`config.mk`:
```
export PLATFORM = sky130hd
export DESIGN_NAME = mul_accumulator
export DESIGN_NICKNAME = d
export VERILOG_FILES = /design/src/rtl/mul_defs.sv /design/src/rtl/mul_accumulator.sv
export SDC_FILE = /design/constraint.sdc
export NUM_CORES = 1
export LEC_CHECK = 0
export CAP_MARGIN = 40
export CORE_MARGIN = 4
export CORE_UTILIZATION = 46
export CTS_CLUSTER_DIAMETER = 50
export CTS_CLUSTER_SIZE = 24
export DETAILED_ROUTE_END_ITERATION = 8
export PLACE_DENSITY = 0.79
export SLEW_MARGIN = 40
export SYNTH_ARGS = -nofsm -noshare
export SYNTH_HDL_FRONTEND = slang
export SYNTH_SLANG_ARGS = --single-unit
```
`constraint.sdc`:
```
create_clock -name clk -period 2.3 [get_ports clk]
set_clock_uncertainty 0.1 [all_clocks]
set_input_delay 0.575 -clock clk [delete_from_list [all_inputs] [get_ports clk]]
set_output_delay 0.575 -clock clk [all_outputs]
set_load 0.03 [all_outputs]
```
`src/rtl/mul_defs.sv`:
```
// Shared definitions for the multiplier chain: product width, accumulator
// state encoding and a constant-evaluable ceil(log2) helper.
package mul_defs;

  localparam int MUL_OUT_W = 17;

  typedef enum logic {
    ST_ACCUM = 1'b0,
    ST_HOLD  = 1'b1
  } state_t;

  function automatic int clog2(input int value);
    int result;
    result = 0;
    for (int i = 0; i < 31; i++) begin
      if ((1 << i) < value) result = i + 1;
    end
    return result;
  endfunction

endpackage

```
`src/rtl/mul_accumulator.sv`:
```
// Sums LEN unsigned product samples and presents sum and truncated mean.
// Result valid the cycle after the LEN-th accept; HOLD stalls input until out_ready.
module mul_accumulator
  import mul_defs::*;
#(
  parameter  int IN_W  = MUL_OUT_W,
  parameter  int LEN   = 8,
  localparam int CNT_W = clog2(LEN),
  localparam int OUT_W = IN_W + clog2(LEN)
) (
  input  logic             clk,
  input  logic             rst_n,
  input  logic             clear,
  input  logic             in_valid,
  input  logic [IN_W-1:0]  in_data,
  output logic             in_ready,
  output logic             out_valid,
  input  logic             out_ready,
  output logic [OUT_W-1:0] out_sum,
  output logic [IN_W-1:0]  out_mean
);

  state_t             r_state;
  logic [OUT_W-1:0]   r_acc;
  logic [CNT_W-1:0]   r_cnt;
  logic               r_in_ready;
  logic               r_out_valid;
  logic [OUT_W-1:0]   r_sum;
  logic [IN_W-1:0]    r_mean;
  logic [OUT_W-1:0]   w_sum_next;

  // OUT_W carries log2(LEN) guard bits, so this add can never wrap.
  assign w_sum_next = r_acc + OUT_W'(in_data);

  always_ff @(posedge clk or negedge rst_n) begin
    if (!rst_n) begin
      r_state     <= ST_ACCUM;
      r_acc       <= '0;
      r_cnt       <= '0;
      r_in_ready  <= 1'b1;
      r_out_valid <= 1'b0;
      r_sum       <= '0;
      r_mean      <= '0;
    end else if (clear) begin
      // Last result stays visible on out_sum/out_mean; only the valid drops.
      r_state     <= ST_ACCUM;
      r_acc       <= '0;
      r_cnt       <= '0;
      r_in_ready  <= 1'b1;
      r_out_valid <= 1'b0;
    end else begin
      case (r_state)
        ST_ACCUM: begin
          if (in_valid) begin
            if (r_cnt == CNT_W'(LEN - 1)) begin
              r_sum       <= w_sum_next;
              r_mean      <= w_sum_next[OUT_W-1:CNT_W];
              r_acc       <= '0;
              r_cnt       <= '0;
              r_state     <= ST_HOLD;
              r_in_ready  <= 1'b0;
              r_out_valid <= 1'b1;
            end else begin
              r_acc <= w_sum_next;
              r_cnt <= r_cnt + CNT_W'(1);
            end
          end
        end
        ST_HOLD: begin
          if (out_ready) begin
            r_state     <= ST_ACCUM;
            r_in_ready  <= 1'b1;
            r_out_valid <= 1'b0;
          end
        end
        default: begin
          r_state     <= ST_ACCUM;
          r_in_ready  <= 1'b1;
          r_out_valid <= 1'b0;
        end
      endcase
    end
  end

  assign in_ready  = r_in_ready;
  assign out_valid = r_out_valid;
  assign out_sum   = r_sum;
  assign out_mean  = r_mean;

endmodule

```
# After elaboration in Yosys (flattened, before gate mapping)
# Index checks and enable logic that the tools add are counted.
[totals]
ff_bits = 63
input_bits = 22
out_inout_bits = 39
elab_cells = 43
[op_classes]
add_sub_neg = 2
n_eq_ne = 5
mux = 23
bitwise_logic = 2
n_reduce_logical = 4
[ops]
columns = ["op", "count"]
rows = [
  ["20-bit 2-to-1 mux", 4],
  ["20-bit by 17-bit adder with 20-bit output", 1],
  ["1-bit 2-to-1 mux", 12],
  ["3-bit 2-to-1 mux", 4],
  ["3-bit != test (second input constant)", 3],
  ["1-bit one-hot mux with 2 select lines", 3],
  ["4-bit AND reduction", 1],
  ["3-bit by 1-bit adder with 3-bit output (second input constant)", 1],
  ["3-bit == test (second input constant)", 1],
  ["3-bit AND reduction", 1],
  ["2-bit != test (second input constant)", 1],
  ["1-bit inverter", 2],
  ["2-bit AND reduction", 1],
  ["2-bit nonzero test", 1],
]

# Depth between registers and ports, before layout
[depth]
word_depth = 5
mapped_depth = 10
depth_no_buf = 10

# Worst setup path before layout
# Ideal clock, no wire load.
[synth_timing]
path_kind = "input-to-reg"
startpoint = "in in_data[0]"
endpoint = "reg r_sum[16], in the netlist out_sum[16]"
setup_time_ns = 0.135
arrival_time_ns = 2.163
required_ns = 2.065
path_slack_ns = -0.098
stages = 10
path_buffers = 0
cell_sequence = "ha_1 -> inv_1 -> fa_1 -> nand2b_1 -> a21oi_2 -> o21ai_1 -> o211ai_1 -> a31oi_1 -> xor2_1 -> o21ai_0"
[synth_between]
elab_chain_len = 1
[synth_rtl]
columns = ["element", "line", "source"]
rows = [
  ["start: declaration", "mul_accumulator.sv:15", "input logic [IN_W-1:0] in_data,"],
  ["20-bit by 17-bit adder with 20-bit output", "mul_accumulator.sv:33", "assign w_sum_next = r_acc + OUT_W'(in_data);"],
  ["end signal: assignment", "mul_accumulator.sv:56", "r_sum <= w_sum_next;"],
  ["end: declaration", "mul_accumulator.sv:28", "logic [OUT_W-1:0] r_sum;"],
]
# No other way between the ends.
# A chain may end at the register's enable or synchronous reset.

# Final worst setup path
[layout_timing]
startpoint = "in in_data[13]"
endpoint = "reg r_acc[16]"
[layout_between]
elab_chain_len = 5
[layout_rtl]
columns = ["element", "line", "source"]
rows = [
  ["20-bit by 17-bit adder with 20-bit output", "mul_accumulator.sv:33", ""],
  ["20-bit 2-to-1 mux", "mul_accumulator.sv:55", "if (r_cnt == CNT_W'(LEN - 1)) begin"],
  ["20-bit 2-to-1 mux", "mul_accumulator.sv:54", "if (in_valid) begin"],
  ["20-bit 2-to-1 mux", "mul_accumulator.sv:52", "case (r_state)"],
  ["20-bit 2-to-1 mux", "mul_accumulator.sv:44", "end else if (clear) begin"],
  ["end signal: assignment", "mul_accumulator.sv:64", "r_acc <= w_sum_next;"],
  ["end: declaration", "mul_accumulator.sv:24", "logic [OUT_W-1:0] r_acc;"],
]
# No other way between the ends. The select of a mux whose other input is x is not followed.

==> impl_metrics.json <==
{
  "status": "finished, final reports clean",
  "arrival_ns": 2.34,
  "hold_viol_final": 0,
  "path_max_fanout": 7,
  "ys_seq_area_share_pct": 42.4,
  "finalPower_mw": 2.44,
  "die_w_um": 84.8,
  "io_buffers": 60,
  "synth-warning-count": 0,
  "cts_max_level": 2,
  "cpPeakStageDelay_ns": 0.46,
  "mostFrequentLayoutCells": "clkdlybuf4s50_1 (46), dfrtp_1 (45), buf_4 (41), nand2_1 (39), o21ai_0 (21)",
  "worst_setup_path_end_kind": "register",
  "dpl_cell_area_um2": 3620,
  "drive_gt1_share_pct": 29.3,
  "maxCapViolCount": 0,
  "drtAntennaViolNets": 0,
  "criticalPathCategory": "in2reg",
  "gp_congestion": 0.923,
  "worst_pin_slew_ns": 0.515,
  "hold_slack_ns": 0.126,
  "ys_top_cells_by_area": "dfrtp_1 (41%), ha_1 (8.8%), nand2_1 (5.4%)",
  "cts_buffer_depth": 2,
  "crit_chain": "clkdlybuf4s50_1, ha_4, nand4_1, buf_4, o211ai_1, a31oi_1, xor2_1, o21ai_1",
  "drc": 0,
  "tritoncts": "done",
  "crit_slowest_cell": "clkdlybuf4s50_1",
  "synth_seq_cells": 46,
  "max_freq_ghz": 0.448,
  "hp-class": "in2async",
  "dr_total_vias": 2371,
  "fin_setup_tns_ns": 0,
  "period_share_pct": 97.1,
  "start_util_pct": 48.4,
  "die_h_um": 84.8,
  "rows": 27,
  "async_reset_ff_share_pct": 100,
  "finalNetCount": 410,
  "netlist_area_um2": 2720,
  "synth_edf_count": 0,
  "grt_setup_unrepaired": "yes",
  "synth_ff_type": "dfrtp_1",
  "grt_util_all_layers_pct": 19.8,
  "busiest_layer": "met2",
  "clk_pin_slew_ns": 0.09,
  "cts_hold_buffers": 0,
  "synthCells": 282,
  "layout.cells.most_common": "clkdlybuf4s50_1",
  "fillCellCount": 425,
  "final-setup-viol-count": 0,
  "clock-sinks": 46,
  "coreArea_um2": 5610,
  "min_period_ns": 2.23,
  "hpwlAfterDp_mm": 4.79,
  "antenna_found_initial": 0,
  "synth_nets": 324,
  "fin_area_um2": 3990,
  "p_per_area_nw_per_um2": 612,
  "slew_violations": 0,
  "final_cell_count_no_fill": 441,
  "grt.overflow.total": 0,
  "synth_cell_type_count": 43,
  "p_leak_nw": 1.76,
  "insertion_delay_ns": 0.31,
  "use_met3_pct": 3.40,
  "drt_iter0_markers": 162,
  "synth.top_cell.area_share_pct": 41.5,
  "grt_pass1_vias": 2505,
  "worst_ep_required_time_ns": 2.40,
  "post-place-cells": 430,
  "syn_avg_cell_area_um2": 9.63,
  "grt_max_degree": 26,
  "wl_per_cell_um": 15.4,
  "area_growth_pct": 46.8,
  "dieArea_um2": 7200,
  "diodes": 0,
  "ir_drop_mv": 0.457,
  "use_met1_pct": 24.8,
  "via_per_inst": 5.38,
  "slew-limit-headroom_pct": 65.7,
  "yosys.area.top_type": "dfrtp_1",
  "cts_buffers": 5,
  "clock-root-buffer": "clkbuf_8",
  "drt_pre_antenna_iters": 4,
  "pin_count": 61,
  "met2_usage_pct": 34.0,
  "postRouteWirelength_mm": 6.77,
  "grt_pass1_wl_mm": 11.7,
  "cp-start-kind": "primary input"
}
-- per-layer routing --
metal,vias up,share of wire [%]
met3,9,3.4
li1,1159,-
met5,-,0
met2,51,52
met4,0,1.3
met1,1152,44
-- cell type report --
cell class,instances,area [µm²],area share [%]
Sequential cell,46,1150,28.9
Inverter,7,26.3,0.659
Clock buffer,5,68.8,1.73
Multi-Input combinational cell,203,1640,41.2
Timing Repair Buffer,105,960,24.1
Clock inverter,3,45.0,1.13
Tap cell,72,90.1,2.26
-- cells by family (layout without fill, tap and decap cells) --
family          Yosys count  in the layout  synth area share [%]
buf+inv                  33            120                  6.96
compound gates           84             84                  20.0
flops                    46             46                  42.4
fa+ha+maj                20             20                  9.49
xor+xnor                 18             18                  5.81
mux                       8              8                  3.32
simple gates             73             73                  12.0
-- flip-flops by register name, indices dropped and copies added, names as in the netlist --
name	count
in_ready	1
out_sum	20
out_valid	1
r_acc	20
r_cnt	3
r_state	1
-- cells in the mapped netlist, types with 2 or more instances --
master and instances:
a21o_1 4, a21oi_1 20, a21oi_2 3, a22o_1 8, a31oi_1 3, buf_4 17, clkbuf_1 8, dfrtp_1 45
ha_1 19, inv_1 7, mux2_2 8, nand2_1 39, nand2b_1 4, nand3_1 7, nor2_1 11, nor2b_1 3
o2111ai_1 3, o211ai_1 2, o21ai_0 28, o21ai_1 2, or3_1 3, xnor2_1 7, xor2_1 11
-- power by group --
part	internal, mW	switching, mW
logic	0.470	0.436
clock network	0.323	0.292
registers	0.861	0.0554
total	1.65	0.784
-- critical path: cells and delay by family --
kind	cells	cell delay (ns)
AO/OA/AOI/OAI	3	0.46
buffers and inverters	2	0.62
adder cells (fa/ha/maj)	1	0.32
XOR/XNOR	1	0.22
AND/OR/NAND/NOR	1	0.13
-- metrics by stage --
stage                     utilization (%)  worst slack, ns
after floorplan                         -          0.00266
after global placement               64.6           -0.602
after detailed placement             64.6           -0.664
after CTS                            69.5        -0.000658
after global routing                 71.1           -0.131
final                                71.1           0.0661
-- timing repair --
action | 4_1_cts | 5_1_grt
setup buffers | 2 | 1
pin swaps | 20 | 23
endpoints found under the setup margin | 27 | 21
gates resized for setup | 37 | 18
gates cloned | 0 | 0
-- worst paths after layout --
check / from / endpoint / slack [ns] / cells after the start
worst max-delay path: in_data[13] / r_acc[16] / 0.07 / 8
worst min-delay path: rst_n / out_sum[5] / 0.13 / 1
worst max register to register: r_acc[0] / r_acc[16] / 0.08 / 10
worst min register to register: r_cnt[0] / r_cnt[0] / 0.40 / 1
max in group asynchronous: rst_n / in_ready / 1.40 / 2
min in group clk: r_cnt[0] / r_cnt[0] / 0.40 / 1
Power figures use the tool's default switching activity.
